--- config.mk ---
export PLATFORM = sky130hd
export DESIGN_NAME = edge_detect_multi
export DESIGN_NICKNAME = d
export VERILOG_FILES = /design/src/rtl/edge_detect_multi_pkg.sv /design/src/rtl/edge_chan.sv /design/src/rtl/edge_detect_multi.sv
export SDC_FILE = /design/constraint.sdc
export NUM_CORES = 1
export LEC_CHECK = 0
export ABC_AREA = 1
export CORE_MARGIN = 1
export CORE_UTILIZATION = 30
export CTS_BUF_LIST = sky130_fd_sc_hd__clkbuf_4 sky130_fd_sc_hd__clkbuf_8 sky130_fd_sc_hd__clkbuf_16
export CTS_CLUSTER_DIAMETER = 150
export DETAILED_ROUTE_END_ITERATION = 8
export GPL_TIMING_DRIVEN = 0
export SYNTH_ARGS = -nofsm -noshare
export SYNTH_HDL_FRONTEND = slang
export SYNTH_SLANG_ARGS = --single-unit
export TNS_END_PERCENT = 50
--- constraint.sdc ---
create_clock -name clk -period 3 [get_ports clk]
set_input_delay 0.45 -clock clk [delete_from_list [all_inputs] [get_ports clk]]
set_output_delay 0.45 -clock clk [all_outputs]
set_load 0.01 [all_outputs]
--- src/rtl/edge_detect_multi_pkg.sv ---
// Shared types and default parameters for the multi-channel edge detector.
// Filter state encodings plus synchroniser/filter/counter default sizes.
package edge_detect_multi_pkg;

  typedef enum logic {
    ST_STABLE  = 1'b0,
    ST_PENDING = 1'b1
  } filt_st_e;

  localparam int SYNC_STAGES_DEF = 2;
  localparam int FILT_LEN_DEF    = 3;
  localparam int FILT_W_DEF      = 2;
  localparam int CNT_W_DEF       = 8;

endpackage

--- src/rtl/edge_chan.sv ---
// One edge-detector channel: synchroniser, glitch filter, pulses, sticky flags.
// Optional saturating edge counter when EDGE_DETECT_CNT_EN is defined.
module edge_chan
  import edge_detect_multi_pkg::*;
#(
  parameter int SYNC_STAGES = SYNC_STAGES_DEF,
  parameter int FILT_LEN    = FILT_LEN_DEF,
  parameter int FILT_W      = FILT_W_DEF
`ifdef EDGE_DETECT_CNT_EN
  ,
  parameter int CNT_W       = CNT_W_DEF
`endif
) (
  input  logic clk,
  input  logic rst,
  input  logic din,
  input  logic clr,
`ifdef EDGE_DETECT_CNT_EN
  input  logic             cnt_clr,
  output logic [CNT_W-1:0] edge_cnt,
`endif
  output logic level,
  output logic rise,
  output logic fall,
  output logic any_edge,
  output logic rise_flag,
  output logic fall_flag
);

  logic [SYNC_STAGES-1:0] sync_q;
  logic [FILT_W-1:0]      cnt_q;
  filt_st_e               st_q;
  logic                   level_q;
  logic                   rise_q;
  logic                   fall_q;
  logic                   any_q;
  logic                   rflag_q;
  logic                   fflag_q;
  logic                   s;
  logic                   acc;

  assign s = sync_q[SYNC_STAGES-1];

  // Accept once s has disagreed with level for the full filter window.
  assign acc = (st_q == ST_PENDING) && (s != level_q) &&
               (cnt_q == FILT_W'(FILT_LEN - 1));

  always_ff @(posedge clk) begin
    if (rst) begin
      sync_q  <= '0;
      cnt_q   <= '0;
      st_q    <= ST_STABLE;
      level_q <= 1'b0;
      rise_q  <= 1'b0;
      fall_q  <= 1'b0;
      any_q   <= 1'b0;
      rflag_q <= 1'b0;
      fflag_q <= 1'b0;
    end else begin
      sync_q  <= {sync_q[SYNC_STAGES-2:0], din};
      rise_q  <= acc & s;
      fall_q  <= acc & ~s;
      any_q   <= acc;
      rflag_q <= rise_q | (rflag_q & ~clr);
      fflag_q <= fall_q | (fflag_q & ~clr);
      unique case (st_q)
        ST_STABLE: begin
          cnt_q <= '0;
          if (s != level_q) st_q <= ST_PENDING;
        end
        ST_PENDING: begin
          if (s == level_q) begin
            st_q  <= ST_STABLE;
            cnt_q <= '0;
          end else if (acc) begin
            level_q <= s;
            st_q    <= ST_STABLE;
            cnt_q   <= '0;
          end else begin
            cnt_q <= cnt_q + FILT_W'(1);
          end
        end
        default: st_q <= ST_STABLE;
      endcase
    end
  end

`ifdef EDGE_DETECT_CNT_EN
  logic [CNT_W-1:0] ecnt_q;

  always_ff @(posedge clk) begin
    if (rst || cnt_clr) begin
      ecnt_q <= '0;
    end else if (acc && (ecnt_q != '1)) begin
      ecnt_q <= ecnt_q + CNT_W'(1);
    end
  end

  assign edge_cnt = ecnt_q;
`endif

  assign level     = level_q;
  assign rise      = rise_q;
  assign fall      = fall_q;
  assign any_edge  = any_q;
  assign rise_flag = rflag_q;
  assign fall_flag = fflag_q;

endmodule

--- src/rtl/edge_detect_multi.sv ---
// Multi-channel edge detector top: CH edge_chan instances plus irq reduction.
// Define EDGE_DETECT_CNT_EN to add per-channel saturating edge counters.
module edge_detect_multi
  import edge_detect_multi_pkg::*;
#(
  parameter int CH          = 4,
  parameter int SYNC_STAGES = SYNC_STAGES_DEF,
  parameter int FILT_LEN    = FILT_LEN_DEF,
  parameter int FILT_W      = FILT_W_DEF
`ifdef EDGE_DETECT_CNT_EN
  ,
  parameter int CNT_W       = CNT_W_DEF
`endif
) (
  input  logic          clk,
  input  logic          rst,
  input  logic [CH-1:0] din,
  input  logic [CH-1:0] clr,
  input  logic [CH-1:0] irq_en,
`ifdef EDGE_DETECT_CNT_EN
  input  logic [CH-1:0]       cnt_clr,
  output logic [CH*CNT_W-1:0] edge_cnt,
`endif
  output logic [CH-1:0] level,
  output logic [CH-1:0] rise,
  output logic [CH-1:0] fall,
  output logic [CH-1:0] any_edge,
  output logic [CH-1:0] rise_flag,
  output logic [CH-1:0] fall_flag,
  output logic          irq
);

  logic irq_q;

  for (genvar i = 0; i < CH; i++) begin : g_ch
    edge_chan #(
      .SYNC_STAGES (SYNC_STAGES),
      .FILT_LEN    (FILT_LEN),
      .FILT_W      (FILT_W)
`ifdef EDGE_DETECT_CNT_EN
      ,
      .CNT_W       (CNT_W)
`endif
    ) u_chan (
      .clk       (clk),
      .rst       (rst),
      .din       (din[i]),
      .clr       (clr[i]),
`ifdef EDGE_DETECT_CNT_EN
      .cnt_clr   (cnt_clr[i]),
      .edge_cnt  (edge_cnt[i*CNT_W +: CNT_W]),
`endif
      .level     (level[i]),
      .rise      (rise[i]),
      .fall      (fall[i]),
      .any_edge  (any_edge[i]),
      .rise_flag (rise_flag[i]),
      .fall_flag (fall_flag[i])
    );
  end

  always_ff @(posedge clk) begin
    if (rst) irq_q <= 1'b0;
    else     irq_q <= |((rise_flag | fall_flag) & irq_en);
  end

  assign irq = irq_q;

endmodule
Yosys cells after proc, flatten, opt, wreduce, memory -nomap -nowiden --
Index checks and enable logic that the tools add are counted.
Word-level totals: flip-flop bits (word level) 45, output and inout bits 25, word-level logic and storage cells 136
Operators by class: reduce and logical (&&, ||, !) cells 13, multiplexer cells 28, eq/ne operators 12, $add $sub $neg 4, bitwise operators 42
Operators by type and width (number):
- $and 1x1->1 | 16
- $mux 2 | 8
- $not 1->1 | 16
- $pmux 2 s2 | 4
- $mux 1 | 12
- $reduce_and 3->1 | 4
- $add 2x1->2 const B | 4
- $eq 2x2->1 const B | 4
- $logic_and 1x1->1 | 8
- $or 1x1->1 | 8
- $pmux 1 s2 | 4
- $and 4x4->4 | 1
- $eq 1x1->1 | 4
- $ne 1x1->1 | 4
- $or 4x4->4 | 1
- $reduce_or 4->1 | 1

Logic depth before layout (Yosys ltp) --
Gate-level depths: netlist of run 1.
word-level depth 6, mapped depth 7, depth with buffers taken out 7

Hierarchy --
A second synthesis of run 1 with hierarchy kept.
Unflattened totals: cells, all modules 201, area, all modules 1621.6 um^2
Modules (own cells, without submodules):
- edge_chan | instances 4, area an instance 391.6 um^2, cells an instance 48
- edge_detect_multi | instances 1, area an instance 55.1 um^2, cells an instance 9

Worst setup path after synthesis of run 1 --
Ideal clock, no wire load.
kind register to register, from reg g_ch[0].u_chan.cnt_q[0], to reg g_ch[0].u_chan.cnt_q[0], stages on the path, launching flop included 8, required time 2.935 ns, period minus slack after synthesis 0.987 ns, arrival time 0.923 ns, setup time 0.065 ns, slack 2.013 ns, path buffers 0, cells stage by stage dfxtp_1 > inv_1 > ha_1 > nand2_1 > inv_1 > nor2_1 > nand3_1 > nor2_1
On the way: longest elaborated chain between the ends 5
RTL lines:
- start: declaration | line edge_chan.sv:31 | logic [FILT_W-1:0] cnt_q;
- start signal: assignment | line edge_chan.sv:80 | cnt_q <= cnt_q + FILT_W'(1);
- branches (longest 2 deep; another with $add 2x1->2)
- $mux 2 (*) | line edge_chan.sv:75 | end else if (acc) begin
- $mux 2 (*) | line edge_chan.sv:72 | if (s == level_q) begin
- $pmux 2 s2 (*) | line edge_chan.sv:66 | unique case (st_q)
Mark *: on every way between the ends. A chain may end at the register's enable or synchronous reset.

Worst setup path after layout of run 1 --
from reg g_ch[1].u_chan.level_q, to out level[1]
RTL lines:
- start: declaration | line edge_chan.sv:33 | logic level_q;
- start signal: assignment | line edge_chan.sv:76 | level_q <= s;
- end: declaration | line edge_detect_multi.sv:24 | output logic [CH-1:0] level,
No word-level cell between the ends.

==> impl_metrics.json, run 1 <==
{
  "ant_nets": 0,
  "hpwl_um": 2050,
  "clk_latency_ns": 0.29,
  "syn2layout_area_growth_pct": 33.6,
  "critPathLaunchType": "flop",
  "wire_per_inst_um": 8.93,
  "crit_path_end_kind": "output pin",
  "dp_slack_ns": 1.36,
  "antennaDiodeCount": 0,
  "clock_tree.root_cell": "clkbuf_8",
  "core-area_um2": 5200,
  "p_seq_share_pct": 59.5,
  "ys_seq_elements": 45,
  "port_buffers": 38,
  "drive_gt1_share_pct": 14.8,
  "rows": 26,
  "fin_setup_tns_ns": 0,
  "layout.nets": 255,
  "worstSetupPathType": "reg2out",
  "drv_slew": 0,
  "n_fill_cell": 519,
  "cts_sinks": 45,
  "path_cells": "buf_4, clkdlybuf4s50_1",
  "fin_crit_ns": 1.78,
  "routed.top_layer": "met4",
  "p_switching_w": 0.000204,
  "yosysWarnings": 0,
  "min_to": "g_ch[0].u_chan.sync_q[1]",
  "cp_max_fo": 4,
  "synth_top_area_share_pct": 54.3,
  "timing.rr.end": "g_ch[0].u_chan.cnt_q[0]",
  "cp.required_ns": 2.55,
  "critPathMaxStageDelay_ns": 0.52,
  "vias": 1215,
  "synth_area_leaders": "dfxtp_1 54%, buf_4 11%, nor2_1 8.4%, inv_1 6.6%, a21oi_1 3.3%",
  "final_cell_area_um2": 2220,
  "reg2reg_from": "g_ch[0].u_chan.cnt_q[0]",
  "cts_hold_buf": 0,
  "cpMaxStageDelayCell": "clkdlybuf4s50_1",
  "die_area_um2": 5830,
  "finalPower_w": 0.00102,
  "final_common_cell": "dfxtp_1",
  "max_cap_violations": 0,
  "async_flop_share_pct": 0,
  "drt-initial-drc-count": 42,
  "outcome": "complete, no violations",
  "first_pass_iters": 4,
  "drt-vias-per-instance": 3.96,
  "synth_edf_count": 0,
  "finalWeightedCongestion": 0.774,
  "clockBufferDepth": 2,
  "netlist.top_cell.by_area": "dfxtp_1",
  "layout_common_cells": "45 x dfxtp_1, 38 x clkdlybuf4s50_1, 37 x nor2_1",
  "synthesis.area_um2": 1660,
  "grt_use_total_pct": 10.7,
  "io_pins": 39,
  "hold_start": "g_ch[0].u_chan.sync_q[0]",
  "syn_avg_cell_area_um2": 8.64,
  "clk_pin_slew_ns": 0.07,
  "cts_made_buffers": 5,
  "ys.flop_type": "dfxtp_1",
  "drc_errors": 0,
  "tightest_slew_ns": 0.233,
  "wl_met1_um": 1350,
  "ir_worst_vdd_v": 0.000184,
  "p_per_area_nw_per_um2": 461,
  "synth_nets": 210,
  "hold_class": "reg2reg",
  "grt_first_pass_wirelength_um": 4850,
  "holdWs_ns": 0.402,
  "cts_resized": 0,
  "p_leak_nw": 0.975,
  "wl_met3_um": 151,
  "synthCells": 192,
  "dieHeight_um": 76.4,
  "yosysUniqueCellTypes": 14,
  "post_cts_buffers": 0,
  "grt-ovfl-total": 0,
  "finalHoldViolations": 0,
  "max_clock_freq_mhz": 563,
  "grt_pass1_vias": 1091,
  "dieWidth_um": 76.4,
  "power_frac_comb_pct": 3.9,
  "p_int_w": 0.000817,
  "fin_crit_sh_pct": 59.2,
  "ys_seq_area_share_pct": 54.3,
  "setup_ws_ns": 1.22,
  "swShare_pct": 20.0,
  "cts_tree": "yes",
  "cts_max_level": 2,
  "wl_met2_um": 1170,
  "crit_arrival_ns": 1.33,
  "min_delay_path_depth": 2,
  "grt_setup_unrepaired": "false",
  "routed_wl_um": 2740,
  "postPlaceCellArea_um2": 2130,
  "clkPwrFrac_pct": 36.7,
  "rrSetupSlack_ns": 1.88,
  "initial_utilization_pct": 31.9,
  "r2r_cells": 7,
  "setup_viol": 0,
  "fin_skew_ns": 0.00223,
  "antenna_found_initial": 0,
  "grt_max_degree": 13,
  "relSlewSlack_pct": 84.3
}
==> kinds of logic after synthesis <==
family          synth area share, %
simple gates                   15.5
buf+inv                        18.8
flops                          54.3
compound gates                 6.33
xor+xnor                       2.11
fa+ha+maj                      3.02
==> registers in the layout, summed over array words and instances, names as in the netlist <==
| name | flops |
|---|---|
| g_ch.u_chan.fall | 4 |
| g_ch.u_chan.rise | 4 |
| g_ch.u_chan.sync_q | 8 |
| g_ch.u_chan.rise_flag | 4 |
| g_ch.u_chan.fall_flag | 4 |
| irq | 1 |
| g_ch.u_chan.st_q | 4 |
| g_ch.u_chan.level | 4 |
| g_ch.u_chan.any_edge | 4 |
| g_ch.u_chan.cnt_q | 8 |
==> worst max-delay path, delay by kind of cell, from the launching register on <==
family / cells / cell delay [ns]
buffers and inverters: 2 / 0.65
flip-flops: 1 / 0.39
==> power by group through the flow <==
stage / Combinational, W / Clock, W / Sequential, W
after floorplan: 0.0000178 / 0 / 0.000620
after global placement: 0.0000402 / 0 / 0.000621
after detailed placement: 0.0000398 / 0 / 0.000621
after CTS: 0.0000402 / 0.000390 / 0.000607
after global routing: 0.0000440 / 0.000419 / 0.000608
final: 0.0000395 / 0.000374 / 0.000607
==> through the flow <==
stage / std cells / utilization, %
3_5_place_dp: 300 / 40.9
3_3_place_gp: 300 / 40.9
4_1_cts: 307 / 42.6
6_report: 307 / 42.6
5_1_grt: 307 / 42.6
2_1_floorplan: 192 / -
==> metal layers <==
metal | global-route usage, % | up-vias
met4 | 5.77 | 0
met3 | 4.19 | 5
li1 | - | 662
met2 | 16.2 | 36
met1 | 13.0 | 512
met5 | 0 | -
==> cell usage after synthesis, types with 4 or more instances <==
cell and number:
a21oi_1 11, buf_4 25, dfxtp_1 45, ha_1 4, inv_1 29, nand2_1 6, nand3_1 8, nor2_1 37
nor3_1 6, o21ai_0 10, xor2_1 4
==> worst max-delay path by stage <==
stage | startpoint | endpoint | slack [ns]
floorplan | g_ch[0].u_chan.cnt_q[0] | g_ch[0].u_chan.cnt_q[0] | 2.01
global placement | rst | g_ch[1].u_chan.sync_q[1] | 1.36
detailed placement | rst | g_ch[1].u_chan.sync_q[0] | 1.36
CTS | g_ch[0].u_chan.fall_flag | fall_flag[0] | 1.21
global route | g_ch[0].u_chan.level | level[0] | 1.15
finish | g_ch[1].u_chan.level | level[1] | 1.22
==> cell type report <==
class                   instances  area (um2)  share of cell area, %
clock buffers                   7        90.1                   4.06
multi-input cells              90         447                   20.1
repair buffers                 38         380                   17.2
inverters                      29         109                   4.91
well taps                      70        87.6                   3.95
flip-flops and latches         45         901                   40.6
plain buffers                  28         203                   9.14
(Power assumes the default switching activity.)
==> run 2: changes to the inputs <==
==> constraint.sdc (replaced) <==
create_clock -name clk -period 1.46 [get_ports clk]
set_input_delay 0.219 -clock clk [delete_from_list [all_inputs] [get_ports clk]]
set_output_delay 0.219 -clock clk [all_outputs]
set_load 0.01 [all_outputs]
==> impl_metrics.json, run 2 (synthesis results as in run 1) <==
{
  "rows": 26,
  "dieHeight_um": 76.4,
  "reg_top3": "g_ch.u_chan.cnt_q (8), g_ch.u_chan.sync_q (8)",
  "worst-path-buf-inv": 1,
  "drive_gt1_share_pct": 24.1,
  "initial_utilization_pct": 31.9,
  "critPathMaxStageDelay_ns": 0.52,
  "ir_worst_vdd_v": 0.000374,
  "layout.nets": 255,
  "hold_class": "reg2reg",
  "ant_nets": 0,
  "syn2layout_area_growth_pct": 32.1,
  "postPlaceCellArea_um2": 2130,
  "critPathLaunchType": "flop",
  "antenna_found_initial": 0,
  "cts_max_level": 2,
  "setup_ws_ns": 0.121,
  "grt_setup_unrepaired": "false",
  "fin_setup_tns_ns": 0,
  "hold_start": "g_ch[0].u_chan.sync_q[0]",
  "relSlewSlack_pct": 84.5,
  "grt_first_pass_wirelength_um": 4930,
  "p_leak_nw": 1.09,
  "path_cells": "clkdlybuf4s50_1",
  "tightest_slew_ns": 0.231,
  "cts_sinks": 45,
  "clockBufferDepth": 2,
  "antennaDiodeCount": 0,
  "grt_pass1_vias": 1116,
  "n_fill_cell": 530,
  "grt_use_total_pct": 11.0,
  "cp.required_ns": 1.24,
  "drc_errors": 0,
  "drt-vias-per-instance": 3.92,
  "finalWeightedCongestion": 0.774,
  "reg2reg_from": "g_ch[0].u_chan.cnt_q[0]",
  "core-area_um2": 5200,
  "clk_pin_slew_ns": 0.07,
  "p_per_area_nw_per_um2": 956,
  "finalHoldViolations": 0,
  "port_buffers": 38,
  "critical_path.startpoint": "irq",
  "fin_crit_sh_pct": 91.7,
  "setup_viol": 0,
  "dieWidth_um": 76.4,
  "worstSetupPathType": "reg2out",
  "max_cap_violations": 0,
  "crit_path_end_kind": "output pin",
  "cpLargestDelayFamily": "buffers and inverters",
  "clk_latency_ns": 0.29,
  "wire_per_inst_um": 9.13,
  "max_clock_freq_mhz": 747,
  "cpMaxStageDelayCell": "clkdlybuf4s50_1",
  "first_pass_iters": 4,
  "vias": 1202,
  "outcome": "complete, no violations",
  "post_cts_buffers": 0,
  "final_cell_area_um2": 2190,
  "dp_slack_ns": 0.0462,
  "cp_max_fo": 1,
  "drt-initial-drc-count": 36,
  "drv_slew": 0,
  "cts_tree": "yes",
  "io_pins": 39,
  "fin_crit_ns": 1.34,
  "crit_arrival_ns": 1.12,
  "cts_made_buffers": 5,
  "grt-ovfl-total": 0,
  "grt_max_degree": 13,
  "layout_common_cells": "37 x nor2_1, 37 x buf_4, 35 x dfxtp_1",
  "routed_wl_um": 2800,
  "fin_skew_ns": 0.00253,
  "clock_tree.root_cell": "clkbuf_8",
  "hpwl_um": 2050,
  "die_area_um2": 5830
}
[run 2: cell count changes in the layout (fill, tap and decap cells not counted), sizes merged]
cell,change
clkdlybuf4s50,-24
dlymetal6s2s,+2
dlygate4sd2,+10
buf,+12
[run 2: cell type report]
| class | instances | area (um2) | area share [%] |
|---|---|---|---|
| multi-input combinational | 90 | 447 | 20.4 |
| clock buffer | 7 | 90.1 | 4.11 |
| timing repair buffer | 38 | 343 | 15.6 |
| inverter | 29 | 109 | 4.97 |
| sequential | 45 | 913 | 41.7 |
| tap | 70 | 87.6 | 4.00 |
| buffer | 28 | 203 | 9.25 |
[run 2: through the flow]
stage	hold WS [ns]	total power, W	instances	util (%)
finish	0.403	0.00210	307	42.1
global route	0.420	0.00220	307	42.1
CTS	0.405	0.00213	307	42.1
detailed placement	0.395	0.00136	300	40.9
global placement	0.391	0.00136	300	40.9
floorplan	0.326	0.00131	192	-
[run 2: power breakdown]
part | total, W | switching [W] | internal [W]
Clock | 0.000767 | 0.000373 | 0.000394
Sequential | 0.00125 | 0.00000781 | 0.00124
Combinational | 0.0000809 | 0.0000365 | 0.0000444
[run 2: metal layers]
metal,part of all wire (%),routed length [um],global-route usage [%],vias to the layer above
met5,0,0,0,-
met4,2.4,66,5.77,0
met3,6.0,167,4.43,5
met2,44,1230,17.4,31
met1,48,1340,12.6,504
li1,-,-,-,662
[run 2: final timing paths]
| check | to | depth (start not counted) | slack (ns) |
|---|---|---|---|
| setup reg to reg | g_ch[0].u_chan.cnt_q[0] | 7 | 0.34 |
| hold reg to reg | g_ch[0].u_chan.sync_q[1] | 2 | 0.40 |
| setup / recovery | irq | 1 | 0.12 |
| hold / removal | g_ch[0].u_chan.sync_q[1] | 2 | 0.40 |
[run 2: what timing repair did]
item                                    4_1_cts  5_1_grt
endpoints found under the setup margin       20        4
hold buffers                                  0        0
resized for setup                            30        4
==> run 3: changes to the inputs <==
--- a/config.mk
+++ b/config.mk
@@ -12,6 +12,8 @@
 export CTS_CLUSTER_DIAMETER = 150
 export DETAILED_ROUTE_END_ITERATION = 8
 export GPL_TIMING_DRIVEN = 0
+export MAX_ROUTING_LAYER = met4
+export PLACE_DENSITY = 0.64
 export SYNTH_ARGS = -nofsm -noshare
 export SYNTH_HDL_FRONTEND = slang
 export SYNTH_SLANG_ARGS = --single-unit
==> impl_metrics.json, run 3 (synthesis results as in run 1) <==
{
  "p_leak_nw": 1.09,
  "syn2layout_area_growth_pct": 32.1,
  "hold_class": "reg2reg",
  "cp.required_ns": 1.24,
  "antennaDiodeCount": 0,
  "hpwl_um": 2080,
  "die_area_um2": 5830,
  "p_per_area_nw_per_um2": 959,
  "max_clock_freq_mhz": 744,
  "path_cells": "clkdlybuf4s50_1",
  "n_fill_cell": 536,
  "drv_slew": 0,
  "grt_first_pass_wirelength_um": 4770,
  "crit_path_end_kind": "output pin",
  "cts_max_level": 2,
  "vias": 1230,
  "cpLargestDelayFamily": "buffers and inverters",
  "drc_errors": 0,
  "worstSetupPathType": "reg2out",
  "critPathMaxStageDelay_ns": 0.52,
  "tightest_slew_ns": 0.211,
  "ir_worst_vdd_v": 0.000468,
  "multi_input_area_um2": 447,
  "antenna_found_initial": 0,
  "finalHoldViolations": 0,
  "fin_crit_sh_pct": 92.0,
  "cts_tree": "yes",
  "setup_viol": 0,
  "cts_resized": 29,
  "worst-path-buf-inv": 1,
  "post_cts_buffers": 0,
  "cts_hold_buf": 0,
  "grt_use_total_pct": 10.8,
  "routed_wl_um": 2810,
  "fin_skew_ns": 0.00322,
  "dieHeight_um": 76.4,
  "core-area_um2": 5200,
  "drt-vias-per-instance": 4.01,
  "first_pass_iters": 4,
  "initial_utilization_pct": 31.9,
  "grt-ovfl-total": 0,
  "holdWs_ns": 0.404,
  "relSlewSlack_pct": 85.8,
  "cts_sinks": 45,
  "cp_max_fo": 1,
  "wire_per_inst_um": 9.17,
  "crit_arrival_ns": 1.12,
  "clk_latency_ns": 0.29,
  "drive_gt1_share_pct": 23.6,
  "clock_tree.root_cell": "clkbuf_8",
  "finalWeightedCongestion": 0.770,
  "rows": 26,
  "grt_pass1_vias": 1118,
  "fin_crit_ns": 1.34,
  "port_buffers": 38,
  "critPathLaunchType": "flop",
  "clockBufferDepth": 2,
  "fin_setup_tns_ns": 0,
  "cts_made_buffers": 5,
  "io_pins": 39,
  "dieWidth_um": 76.4,
  "ant_nets": 0,
  "reg_top3": "g_ch.u_chan.cnt_q (8), g_ch.u_chan.sync_q (8)",
  "drt-initial-drc-count": 48,
  "layout_common_cells": "37 x nor2_1, 37 x buf_4, 36 x dfxtp_1",
  "outcome": "complete, no violations",
  "grt_setup_unrepaired": "false",
  "layout.nets": 255,
  "cpMaxStageDelayCell": "clkdlybuf4s50_1",
  "regArea_um2": 912,
  "clk_pin_slew_ns": 0.08,
  "max_cap_violations": 0,
  "grt_max_degree": 13
}
run 3: cell count changes in the layout (fill, tap and decap cells not counted):
| cell | delta |
|---|---|
| dfxtp_1 | +1 |
| dfxtp_2 | -1 |
run 3: path summary, 6_finish.rpt:
check / from / end / slack (ns) / depth (start not counted)
worst max-delay path: irq / irq / 0.12 / 1
worst min-delay path: g_ch[0].u_chan.sync_q[0] / g_ch[0].u_chan.sync_q[1] / 0.40 / 2
worst max register to register: g_ch[3].u_chan.cnt_q[0] / g_ch[3].u_chan.cnt_q[0] / 0.34 / 7
worst min register to register: g_ch[0].u_chan.sync_q[0] / g_ch[0].u_chan.sync_q[1] / 0.40 / 2
run 3: final cells by class:
cell class	instances	share of cell area (%)
tap	70	4.00
clock buffer	7	4.11
inverter	29	4.97
sequential	45	41.6
timing repair buffer	38	15.6
multi-input combinational	90	20.4
buffer	28	9.25
run 3: power breakdown:
group / switching, W / leakage [nW] / internal, W
sequential: 0.00000793 / 0.369 / 0.00124
combinational: 0.0000370 / 0.674 / 0.0000444
clock: 0.000378 / 0.0477 / 0.000394
run 3: through the flow:
stage | setup slack [ns] | total power, W | cell area (um2) | cells | util [%]
floorplan | 0.473 | 0.00131 | 1660 | 192 | -
global placement | 0.0652 | 0.00136 | 2130 | 300 | 40.9
detailed placement | 0.0799 | 0.00136 | 2130 | 300 | 40.9
CTS | 0.00508 | 0.00212 | 2190 | 307 | 42.1
global route | 0.0850 | 0.00219 | 2190 | 307 | 42.1
finish | 0.117 | 0.00210 | 2190 | 307 | 42.1
run 3: per-layer routing:
layer / part of all wire, % / global-route usage [%] / vias up
li1: - / - / 658
met1: 48 / 12.4 / 533
met2: 44 / 16.2 / 33
met3: 5.4 / 3.23 / 6
met4: 3.1 / 6.92 / 0
met5: 0 / - / -
